$ cat src/rtl/fetch_sequencer.sv
// Instruction fetch sequencer: drives the imem request/ack handshake, tracks the fetch PC and handles redirects.
// Optional macro FETCH_TIMEOUT_EN adds an 8-bit ack-wait watchdog that parks the FSM in FAULT.
module fetch_sequencer #(
  parameter int                 WIDTH        = 32,
  parameter logic [WIDTH-1:0]   RESET_VECTOR = 32'h80020000
) (
  input  logic             clock,
  input  logic             reset,
  input  logic             stall,
  input  logic             redirect_valid,
  input  logic [WIDTH-1:0] redirect_target,
  output logic             imem_req,
  output logic [WIDTH-1:0] imem_addr,
  input  logic             imem_ack,
  input  logic [WIDTH-1:0] imem_rdata,
  output logic             inst_valid,
  output logic [WIDTH-1:0] inst_data,
  output logic [WIDTH-1:0] inst_pc,
  output logic [WIDTH-1:0] pc,
  output logic             misalign_err,
  output logic             fetch_timeout
);

  typedef enum logic [2:0] {BOOT, REQ, HOLD, FLUSH, FAULT} state_t;

  state_t           state;
  logic [WIDTH-1:0] target_q;
  logic             redir_ok;
  logic             redir_bad;
  logic             waiting;

  function automatic logic [WIDTH-1:0] seq_next(input logic [WIDTH-1:0] a);
    return a + WIDTH'(4);
  endfunction

  function automatic logic word_aligned(input logic [WIDTH-1:0] a);
    return (a[1:0] == 2'b00);
  endfunction

  assign imem_addr = pc;
  assign waiting   = (state == REQ) || (state == FLUSH);
  assign redir_ok  = redirect_valid && word_aligned(redirect_target);
  assign redir_bad = redirect_valid && !word_aligned(redirect_target);

`ifdef FETCH_TIMEOUT_EN
  logic [7:0] tcnt;
  logic       timeout_q;
  assign fetch_timeout = timeout_q;
`else
  assign fetch_timeout = 1'b0;
`endif

  // Redirect target parked while the abandoned request drains in FLUSH
  always_ff @(posedge clock) begin
    if (waiting && redir_ok && !imem_ack) target_q <= redirect_target;
  end

  always_ff @(posedge clock or negedge reset) begin
    if (!reset) begin
      state        <= BOOT;
      pc           <= RESET_VECTOR;
      imem_req     <= 1'b0;
      inst_valid   <= 1'b0;
      inst_data    <= '0;
      inst_pc      <= '0;
      misalign_err <= 1'b0;
`ifdef FETCH_TIMEOUT_EN
      tcnt         <= 8'd0;
      timeout_q    <= 1'b0;
`endif
    end else begin
      misalign_err <= 1'b0;
      unique case (state)
        BOOT: begin
          state    <= REQ;
          imem_req <= 1'b1;
        end
        REQ: begin
          inst_valid   <= 1'b0;
          misalign_err <= redir_bad;
          if (redir_ok) begin
            if (imem_ack) pc <= redirect_target;
            else          state <= FLUSH;
          end else if (imem_ack) begin
            inst_valid <= 1'b1;
            inst_data  <= imem_rdata;
            inst_pc    <= pc;
            if (stall) begin
              state    <= HOLD;
              imem_req <= 1'b0;
            end else begin
              pc <= seq_next(pc);
            end
          end
        end
        HOLD: begin
          misalign_err <= redir_bad;
          if (redir_ok || !stall) begin
            inst_valid <= 1'b0;
            pc         <= redir_ok ? redirect_target : seq_next(pc);
            state      <= REQ;
            imem_req   <= 1'b1;
          end
        end
        FLUSH: begin
          inst_valid   <= 1'b0;
          misalign_err <= redir_bad;
          // A newer redirect supersedes the parked one; the in-flight ack is dropped either way
          if (imem_ack) begin
            pc    <= redir_ok ? redirect_target : target_q;
            state <= REQ;
          end
        end
        FAULT: begin
          imem_req <= 1'b0;
        end
        default: begin
          state    <= BOOT;
          imem_req <= 1'b0;
        end
      endcase
`ifdef FETCH_TIMEOUT_EN
      if (waiting) begin
        if (imem_ack) begin
          tcnt <= 8'd0;
        end else if (tcnt == 8'd254) begin
          tcnt       <= 8'd255;
          state      <= FAULT;
          imem_req   <= 1'b0;
          inst_valid <= 1'b0;
          timeout_q  <= 1'b1;
        end else begin
          tcnt <= tcnt + 8'd1;
        end
      end else if (state != FAULT) begin
        tcnt <= 8'd0;
      end
`endif
    end
  end

endmodule

$ cat config.mk
export PLATFORM = sky130hd
export DESIGN_NAME = fetch_sequencer
export DESIGN_NICKNAME = d
export VERILOG_FILES = /design/src/rtl/fetch_sequencer.sv
export SDC_FILE = /design/constraint.sdc
export NUM_CORES = 1
export LEC_CHECK = 0
export CORE_MARGIN = 8
export CORE_UTILIZATION = 42
export DETAILED_ROUTE_END_ITERATION = 10
export GPL_ROUTABILITY_DRIVEN = 0
export HOLD_SLACK_MARGIN = 0.05
export PLACE_DENSITY = 0.83
export SYNTH_ARGS = -nofsm -noshare
export SYNTH_HDL_FRONTEND = slang
export SYNTH_SLANG_ARGS = --single-unit
$ cat constraint.sdc
create_clock -name clock -period 3.7 [get_ports clock]
set_input_delay 0.74 -clock clock [delete_from_list [all_inputs] [get_ports clock]]
set_output_delay 0.74 -clock clock [all_outputs]
set_load 0.05 [all_outputs]
Yosys cells after proc, flatten, opt, wreduce, memory -nomap -nowiden. Index checks and enable logic that the tools add are counted.

Reduce and logical (&&, ||, !) cells: 18. Add/subtract/negate cells: 1. Equal/unequal tests: 13. Multiplexer cells: 26. Bitwise gates (word level): 3.

Operator list (number): $mux 32 (8); $pmux 32 s3 (1); $add 32x3->32 const B (1); $mux 3 (6); $pmux 3 s5 (1); $ne 3x3->1 const B (4); $ne 2x2->1 const B (5); $reduce_and 5->1 (2); $mux 1 (8); $eq 3x2->1 const B (2); $reduce_and 6->1 (1); $logic_and 1x1->1 (4); $pmux 1 s4 (1); $eq 3x1->1 const B (1); $eq 3x3->1 const B (1); $logic_not 1->1 (3); $logic_not 3->1 (1); $not 1->1 (3); $pmux 1 s3 (1); $reduce_and 3->1 (1); $reduce_bool 3->1 (1); $reduce_or 3->1 (1); $logic_not 2->1 (1); $logic_or 1x1->1 (2); $reduce_and 2->1 (1).

Input bits: 69. Register bits after elaboration: 134. Word-level logic and storage cells: 69. Output and inout port bits: 132.

Depth between registers and ports, before layout.
Word-level depth: 5. Gate-level depth with buffers: 8. Mapped depth without buffers: 6.

Worst setup path before layout. OpenSTA, ideal clock, no wires.

Kind: in2reg. Start point: input redirect_target[1]. End point: register target_q[0] (enable). Library setup time: 0.468 ns. Arrival time: 4.023 ns. Buffers on the path: 3. Data required time: 3.232 ns. Stages on the path: 5. Slack: -0.790 ns. Cell sequence: or3b_1 > buf_2 > clkbuf_1 > clkbuf_1 > nor3b_1.

Cells in the longest elaborated chain, start to end: 4.

Ends and longest elaborated chain: start: declaration (RTL line 11) `input logic [WIDTH-1:0] redirect_target,`; $logic_not 2->1 (RTL line 37) `return (a[1:0] == 2'b00);`; $logic_and 1x1->1 (RTL line 42) `assign redir_ok = redirect_valid && word_aligned(redirect_target);`; $logic_and 1x1->1 (2 in a row) (RTL line 55) `if (waiting && redir_ok && !imem_ack) target_q <= redirect_target;`; end signal: assignment (RTL line 55); end: declaration (RTL line 27) `logic [WIDTH-1:0] target_q;`.

No other way between the ends. A chain may end at the register's enable or synchronous reset.

Worst setup path in the final report.
Start point: input redirect_target[1]. End point: register pc[19] (netlist: imem_addr[19]).

Cells in the longest elaborated chain, start to end: 5. Elaborated cells between the ends (all ways): 12. Classes of those cells: eq/ne: 2; mux: 6; reduce/logical: 4.

Ends and longest elaborated chain: $logic_not 2->1 * (RTL line 37); $logic_and 1x1->1 * (RTL line 42); $mux 32, or another cell as far along (RTL line 110) `pc <= redir_ok ? redirect_target : target_q;`; $mux 32, or another cell as far along (RTL line 109) `if (imem_ack) begin`; $pmux 32 s3 or $reduce_and 5->1 (tied branches); end signal: assignment (RTL line 82) `if (imem_ack) pc <= redirect_target;`; end signal: assignment (RTL line 92) `pc <= seq_next(pc);`; end signal: assignment (RTL line 110); end: declaration (RTL line 19) `output logic [WIDTH-1:0] pc,`.

Every way passes the cells marked *; elsewhere a longest branch is shown, timed or not. The select of a mux whose other input is x is not followed.

==> impl_metrics.toml <==
[clock_tree]
postCtsHoldBufs = 0
tritoncts = "built"
cts_buffer_depth = 2
cts_resized = 0
insertion_delay_ps = 420
clk_pin_slew_ps = 60
h-tree-depth = 4
numCtsBuffers = 17
clock-root-buffer = "clkbuf_16"
cts_setup_buffers = 0
cts.sinks = 133

[sta]
period_minus_slack_ps = 2910
fmax_mhz = 344
finClkSkew_ps = 8.34
tns_ps = 0
hold_viol = 0
post-route-period-util_pct = 78.6
grt_setup_unrepaired = "false"
fin_ws_ps = 791
worst-slew-pin-transition_ps = 816
finalSetupViolCount = 0
slew_violations = 0
slew_headroom_pct = 45.6
hold_ws_ps = 410

[final_layout]
area_delta_synth_final_pct = 40.5
ff_latch_area_sq_mm = 0.00349
num-fill-cells = 1145
drive_gt1_share_pct = 16.5
fin_area_sq_mm = 0.00882
nets = 778
multiInputGateArea_sq_mm = 0.00236

[logic_synthesis]
synth-seq-cells = 133
synth-edff-count = 32
synth.area.top_cells = "dfrtp_1 (39%), edfxtp_1 (15%), mux2_2 (11%)"
yosysTopAreaCell = "dfrtp_1"
synth-main-ff-cell = "dfrtp_1"
synth.distinct_cells = 55
syn-num-nets = 616
ys_seq_area_share_pct = 55.6
synth_async_sr_flop_share_pct = 75.9
synth_common_cells = "dfrtp_1 (99), mux2_2 (64), o21ai_0 (43)"
yosys_warnings = 0
syn_inst = 546
post-synth-top-count-cell = "dfrtp_1"
netlist_area_sq_mm = 0.00628
synth.avg_cell_area_sq_um = 11.5
synth_top_area_share_pct = 39.5

[power]
p_per_area_mw_per_mm2 = 978
peakVddDrop_v = 0.000629
p_leak_uw = 0.00347
design_power_total_uw = 8620

[job]
drv_cap = 0

[global_route]
grt_remaining_overflow = 0
grtUsageMet2_pct = 32.0
grt_antenna_before_repair = 1
grt_pass1_wl_microns = 30100
grt_max_degree = 62
grt_pass1_vias = 5433
use_met1_pct = 22.6
grt-busiest-layer = "met2"
grtUsageTotal_pct = 19.4
use_met3_pct = 6.37

[die]
fp.coreArea_sq_mm = 0.0146
start_util_pct = 43.0
die_w_microns = 138
die_y_microns = 138
io_pins = 201
fp-row-count = 44
design.die.area_sq_mm = 0.0191

[setup_path]
crit_arrival_ps = 3250
critPathKind = "input pin to flop"
cp-start-kind = "input pin"
required_ps = 4040
startpoint = "redirect_target[1]"
path_max_fanout = 24
r2r-start = "imem_addr[3]$_DFFE_PN0P_"
endpoint_kind = "flop"
rrSetupSlack_ps = 1300

[route]
routed_wl_microns = 18500
wire_per_inst_microns = 20.4
ant_nets = 0
drc = 0
drtPass1Iterations = 5
vias = 5188
routed_via_density = 5.73
drt_iter0_markers = 509

[run_status]
outcome = "finished, final reports clean"

[placement]
place_area_sq_mm = 0.00821
dpl.hpwl_microns = 13200
io_buffers = 199
post-place-ws_ps = 404

[min_path]
hold_path.class = "input pin to async pin"
layout by cell type, fill, tap and decap left out, types with 3 or more instances in the layout:
| master | netlist | final |
|---|---|---|
| clkdlybuf4s50_1 | 0 | 198 |
| dfrtp_1 | 99 | 99 |
| mux2_2 | 64 | 64 |
| o21ai_0 | 43 | 43 |
| nand2_1 | 40 | 40 |
| edfxtp_1 | 32 | 32 |
| a21oi_1 | 28 | 28 |
| nand3_1 | 25 | 25 |
| nor2_1 | 22 | 22 |
| and3_1 | 20 | 19 |
| clkbuf_16 | 0 | 17 |
| a31oi_1 | 10 | 10 |
| nand4_1 | 9 | 9 |
| buf_4 | 33 | 9 |
| inv_1 | 8 | 8 |
| o31a_1 | 6 | 6 |
| o21ai_1 | 5 | 5 |
| a211oi_1 | 5 | 5 |
| a22o_1 | 4 | 4 |
| o22ai_1 | 4 | 4 |
| a41oi_1 | 4 | 4 |
| nor3_1 | 4 | 4 |
| o311a_1 | 4 | 4 |
| bufinv_16 | 0 | 4 |
| and2_1 | 3 | 3 |
| nor4_1 | 3 | 3 |
| clkinvlp_4 | 0 | 3 |
| clkinv_2 | 0 | 3 |
path summary, 6_finish.rpt:
check	to	cells after the start
min reg2reg	inst_pc[8]$_DFFE_PN0P_	1
max reg2reg	imem_addr[20]$_DFFE_PN0P_	6
min	misalign_err$_DFF_PN0_	1
min in group clock	inst_pc[8]$_DFFE_PN0P_	1
max in group asynchronous	inst_data[15]$_DFFE_PN0P_	2
max	imem_addr[19]$_DFFE_PN0P_	7
power by group:
part,total (uW),switching (uW),internal (uW)
registers,2520,569,1950
logic,4340,2870,1470
clock network,1760,639,1120
total,8620,4070,4550
sequential cells by signal (all words and copies together) (netlist names):
register	flops
imem_addr	32
inst_data	32
inst_pc	32
target_q	32
state	2
imem_req	1
inst_valid	1
misalign_err	1
cells by family after synthesis:
group	share of synthesized area, %
flops	55.6
other cells	0.0597
fa+ha+maj	0.199
mux	11.8
xor+xnor	0.279
simple gates	12.4
buf+inv	7.15
compound gates	12.6
per-layer routing:
layer,wire length [microns],share of wire [%]
met1,7080,38
met3,1710,9.3
met5,0,0
met4,619,3.4
met2,9060,49
worst max-delay path, stage by stage:
cell	delay, ps
clkdlybuf4s50_1	560
or3b_1	470
nand2_1	260
a32oi_2	600
buf_4	360
o21ai_0	130
o21ai_1	110
layout make-up:
type                            instances  area share (%)
Antenna cell                            1          0.0284
Clock buffer                           18            4.87
Clock inverter                         14            2.07
Inverter                                8           0.340
Multi-Input combinational cell        339            26.8
Sequential cell                       133            39.6
Tap cell                              184            2.61
Timing Repair Buffer                  209            23.7
through the flow:
stage          std cells  util (%)
5_1_grt              906      60.5
2_1_floorplan        546         -
6_report             906      60.5
4_1_cts              905      60.4
3_3_place_gp         873      56.2
3_5_place_dp         873      56.2
(Power assumes the default switching activity.)
